**src/rtl/ca_cell_engine.sv**
```systemverilog
// Circular 1-D cellular-automaton row engine driven by the game FSM's command strobes.
// Live row is read during a sweep; next generation builds in shadow and commits on writeout.
module ca_cell_engine #(
    parameter int             CELLS = 16,
    parameter int             IDX_W = 4,
    parameter logic [7:0]     RULE  = 8'h5A,
    parameter int             GEN_W = 9
) (
    input  logic              clka,
    input  logic              rst,
    input  logic              loadData,
    input  logic              readData,
    input  logic              writeData,
    input  logic              writeout,
    input  logic [CELLS-1:0]  data_in,
    output logic [CELLS-1:0]  cell_out,
    output logic              loseSig,
    output logic [GEN_W-1:0]  gen_count,
    output logic [IDX_W-1:0]  cell_idx,
    output logic              seq_err
);

    localparam logic [1:0] ST_EMPTY = 2'd0;
    localparam logic [1:0] ST_READY = 2'd1;
    localparam logic [1:0] ST_HOLD  = 2'd2;

    localparam logic [IDX_W-1:0] IDX_LAST = IDX_W'(CELLS - 1);

    logic [CELLS-1:0] live_q,   live_d;
    logic [CELLS-1:0] shadow_q, shadow_d;
    logic [2:0]       nbr_q,    nbr_d;
    logic [IDX_W-1:0] idx_q,    idx_d;
    logic [GEN_W-1:0] gen_q,    gen_d;
    logic             lose_q,   lose_d;
    logic             err_q,    err_d;
    logic [1:0]       state_q,  state_d;

    logic [IDX_W-1:0] idx_up;
    logic [IDX_W-1:0] idx_dn;

    // Neighbour pointers wrap around the ring regardless of whether CELLS is a power of two
    assign idx_up = (idx_q == IDX_LAST)    ? '0       : idx_q + 1'b1;
    assign idx_dn = (idx_q == '0)          ? IDX_LAST : idx_q - 1'b1;

    always_comb begin
        live_d   = live_q;
        shadow_d = shadow_q;
        nbr_d    = nbr_q;
        idx_d    = idx_q;
        gen_d    = gen_q;
        lose_d   = lose_q;
        err_d    = err_q;
        state_d  = state_q;

        if (loadData) begin
            live_d   = data_in;
            shadow_d = data_in;
            idx_d    = '0;
            gen_d    = '0;
            lose_d   = 1'b0;
            state_d  = ST_READY;
        end else if (writeout) begin
            if (state_q == ST_READY) begin
                live_d = shadow_q;
                lose_d = (shadow_q == '0);
                if (gen_q != '1) begin
                    gen_d = gen_q + 1'b1;
                end
                if (idx_q != '0) begin
                    err_d = 1'b1;
                end
            end else begin
                err_d = 1'b1;
            end
        end else if (writeData) begin
            if (state_q == ST_HOLD) begin
                shadow_d[idx_q] = RULE[nbr_q];
                idx_d           = idx_up;
                state_d         = ST_READY;
            end else begin
                err_d = 1'b1;
            end
        end else if (readData) begin
            if (state_q == ST_EMPTY) begin
                err_d = 1'b1;
            end else begin
                // A second read before the write is flagged but still refreshes the neighbourhood
                if (state_q == ST_HOLD) begin
                    err_d = 1'b1;
                end
                nbr_d   = {live_q[idx_up], live_q[idx_q], live_q[idx_dn]};
                state_d = ST_HOLD;
            end
        end
    end

    always_ff @(posedge clka or posedge rst) begin
        if (rst) begin
            live_q   <= '0;
            shadow_q <= '0;
            nbr_q    <= '0;
            idx_q    <= '0;
            gen_q    <= '0;
            lose_q   <= 1'b0;
            err_q    <= 1'b0;
            state_q  <= ST_EMPTY;
        end else begin
            live_q   <= live_d;
            shadow_q <= shadow_d;
            nbr_q    <= nbr_d;
            idx_q    <= idx_d;
            gen_q    <= gen_d;
            lose_q   <= lose_d;
            err_q    <= err_d;
            state_q  <= state_d;
        end
    end

    assign cell_out  = live_q;
    assign loseSig   = lose_q;
    assign gen_count = gen_q;
    assign cell_idx  = idx_q;
    assign seq_err   = err_q;

endmodule

```
**config.mk**
```make
export PLATFORM = sky130hd
export DESIGN_NAME = ca_cell_engine
export DESIGN_NICKNAME = d
export VERILOG_FILES = /design/src/rtl/ca_cell_engine.sv
export SDC_FILE = /design/constraint.sdc
export NUM_CORES = 1
export LEC_CHECK = 0
export ABC_CLOCK_PERIOD_IN_PS = 2600
export CAP_MARGIN = 20
export CORE_ASPECT_RATIO = 0.9
export CORE_UTILIZATION = 53
export CTS_BUF_LIST = sky130_fd_sc_hd__clkbuf_16
export CTS_CLUSTER_DIAMETER = 100
export DETAILED_ROUTE_END_ITERATION = 6
export GPL_TIMING_DRIVEN = 0
export HOLD_SLACK_MARGIN = 0.03
export PLACE_DENSITY = 0.8
export SETUP_SLACK_MARGIN = 0.5
export SYNTH_ARGS = -nofsm -noshare
export SYNTH_HDL_FRONTEND = slang
export SYNTH_SLANG_ARGS = --single-unit
```
**constraint.sdc**
```tcl
create_clock -name clka -period 2.6 [get_ports clka]
set_clock_uncertainty 0.15 [all_clocks]
set_input_delay 0.52 -clock clka [delete_from_list [all_inputs] [get_ports clka]]
set_output_delay 0.52 -clock clka [all_outputs]
set_load 0.01 [all_outputs]
```
==> results.json <==
{
  "status": "finished, final reports clean",
  "slew_violations": 0,
  "routed_wl_mm": 8.50,
  "synth-compound-area-share_pct": 7.85,
  "cp_max_fo": 6,
  "leakage_uw": 0.00179,
  "num_rows": 25,
  "first_iter_violations": 261,
  "maxCapViolations": 0,
  "clk_pin_slew_ns": 0.06,
  "syn-cell-area_um2": 2950,
  "cts_hold_buf": 0,
  "synthMuxAreaShare_pct": 15.4,
  "final_antenna_net_count": 0,
  "fin_util_pct": 75.5,
  "synth_nets": 328,
  "ys_seq_area_share_pct": 43.3,
  "grtUsageTotal_pct": 30.5,
  "wl_per_cell_um": 19.1,
  "port_buffers": 52,
  "final_nets": 407,
  "placed_cell_area_um2": 3600,
  "cts_max_path_buffers": 2,
  "netlist_top_cells_count": "dfrtp_1 (51), nand2_1 (43), nand3_1 (35), mux2i_1 (22), o21ai_0 (22)",
  "grt_first_pass_wirelength_mm": 13.4,
  "initial_core_util_pct": 55.5,
  "layout_min_cycle_time_ns": 2.18,
  "die_h_um": 72.8,
  "diodes": 0,
  "tritoncts": "yes",
  "vdd_drop_max_uv": 342,
  "grt_max_degree": 36,
  "fin_cells": 446,
  "die_area_um2": 5870,
  "ios": 53,
  "max_freq_mhz": 459,
  "worstPathRequired_ns": 2.62,
  "yosys_warnings": 0,
  "design_area_um2": 4020,
  "start_kind": "flip-flop",
  "synth_edf_count": 0,
  "cts_sinks": 51,
  "vias": 2764,
  "arrival_ns": 2.19,
  "synth-simple-area-share_pct": 23.5,
  "synth_xor_area_share_pct": 2.97,
  "htree_levels": 2,
  "finalHoldViolCount": 0,
  "drive_above_1_share_pct": 18.5,
  "dp_hpwl_mm": 5.54,
  "post_synth.cell_area_avg_um2": 9.86,
  "final-setup-viol-count": 0,
  "async_flop_share_pct": 100,
  "first_pass_iters": 5,
  "gp_congestion": 0.830,
  "drc": 0,
  "synth_top_family_by_area": "simple AND/OR/NAND/NOR gates",
  "min_path_type": "reg2reg",
  "vias_per_cell": 6.20,
  "yosys.area.top_type": "dfrtp_1",
  "synth-seq-cells": 51,
  "worst_slew_pin_slew_ns": 0.569,
  "antenna_found_initial": 0,
  "ys.flop_type": "dfrtp_1",
  "synth_top_area_share_pct": 43.3,
  "powerDensity_nw_per_um2": 519,
  "synth_cell_types": 36,
  "cts_root_buf": "clkbuf_16",
  "endpoint_kind": "flip-flop",
  "numCtsBuffers": 5,
  "crit_type": "reg2reg",
  "grt_overflow": 0,
  "syn_inst": 299,
  "synth_area_leaders": "dfrtp_1 (43%), mux2i_1 (7.5%), mux4_1 (6.2%), nand3_1 (5.9%), nand2_1 (5.5%)",
  "grt_setup_unrepaired": "true",
  "dp_cells": 419,
  "synth_most_common_cell": "dfrtp_1",
  "synth_fa_ha_area_share_pct": 2.97,
  "die_x_um": 80.6,
  "grt_pass1_vias": 2678,
  "fin_crit_sh_pct": 83.8,
  "area_delta_synth_final_pct": 36.1,
  "core_um2": 5320,
  "relSlewSlack_pct": 62.1,
  "insertion_delay_ns": 0.29
}
-- flip-flops by register name (all words and copies together), names as in the netlist --
| name | flops |
|---|---|
| cell_idx | 4 |
| cell_out | 16 |
| gen_count | 9 |
| loseSig | 1 |
| nbr_q | 2 |
| seq_err | 1 |
| shadow_q | 16 |
| state_q | 2 |
-- final cells by class --
cell class / count / area [µm²]
well taps: 67 / 83.8
inverters: 7 / 33.8
plain buffers: 20 / 113
clock buffers: 5 / 125
fillers: 368 / 1300
clock inverters: 3 / 38.8
repair buffers: 72 / 683
flip-flops and latches: 51 / 1280
multi-input cells: 221 / 1660
-- cell families after synthesis --
group / count (synthesis)
XOR/XNOR: 10
adder cells (fa/ha/maj): 7
buffers and inverters: 27
AND/OR/NAND/NOR: 132
multiplexers: 32
flip-flops: 51
AO/OA/AOI/OAI: 40
-- metal layers --
layer  vias up  part of all wire, %  global-route usage, %
met2       163                   47                   46.3
met4         0                  3.2                   13.9
met5         -                    0                      0
met3        30                  8.5                   6.38
met1      1338                   42                   42.0
li1       1233                    -                      -
-- power breakdown --
group	leakage, µW	internal, µW	switching [µW]
logic	0.00107	213	204
registers	0.000636	860	72.6
clock network	0.0000812	449	283
-- metrics by stage --
step	total power, µW	TNS, ns	hold slack [ns]	setup WS (ns)
floorplan	1150	0	0.352	0.388
global placement	1310	-14.84	0.297	-0.449
detailed placement	1330	-0.220	0.329	-0.0543
CTS	2070	0	0.344	0.424
global route	2150	0	0.381	0.363
finish	2080	0	0.334	0.422
-- worst paths after layout --
kind,cells after the start,slack [ns],to,start
max,9,0.42,nbr_q[0],cell_idx[0]
min reg2reg,2,0.33,seq_err,seq_err
max reg2reg,9,0.42,nbr_q[0],cell_idx[0]
min,2,0.33,seq_err,seq_err
max in group asynchronous,3,1.40,cell_idx[1],rst
min in group asynchronous,2,0.37,gen_count[0],rst
-- cell usage in the layout (no fill, tap or decap), drive strengths merged, types with 2 or more instances in the layout --
| cell type | netlist | layout |
|---|---|---|
| nor2 | 15 | 15 |
| buf | 10 | 30 |
| nand2b | 2 | 2 |
| mux4 | 8 | 8 |
| nand3 | 35 | 35 |
| xnor2 | 5 | 5 |
| clkbuf | 10 | 15 |
| nor4 | 5 | 5 |
| nor3 | 3 | 3 |
| o21bai | 2 | 2 |
| dlygate4sd2 | 0 | 2 |
| and4bb | 2 | 2 |
| nand2 | 43 | 43 |
| nand3b | 18 | 18 |
| nand4 | 2 | 2 |
| mux2i | 22 | 22 |
| clkdlybuf4s50 | 0 | 49 |
| xor2 | 5 | 5 |
| ha | 7 | 7 |
| o21ai | 22 | 22 |
| and3 | 3 | 3 |
| inv | 7 | 7 |
| mux2 | 2 | 2 |
| clkinv | 0 | 2 |
| a21oi | 10 | 10 |
| dfrtp | 51 | 51 |
-- worst max-delay path, stage by stage, from the launching register on --
cell and delay [ns]:
dfrtp_2 0.43, buf_8 0.14, inv_8 0.05, ha_4 0.19
buf_8 0.13, buf_4 0.13, mux4_1 0.25, mux2i_1 0.19
mux2i_1 0.12, mux2_4 0.28
-- repair_timing --
item	4_1_cts	5_1_grt
buffers inserted	15	4
pin swaps	8	4
endpoints found under the setup margin	44	24
resized for setup	20	10
No activity file was read; power rests on OpenSTA's default activity.
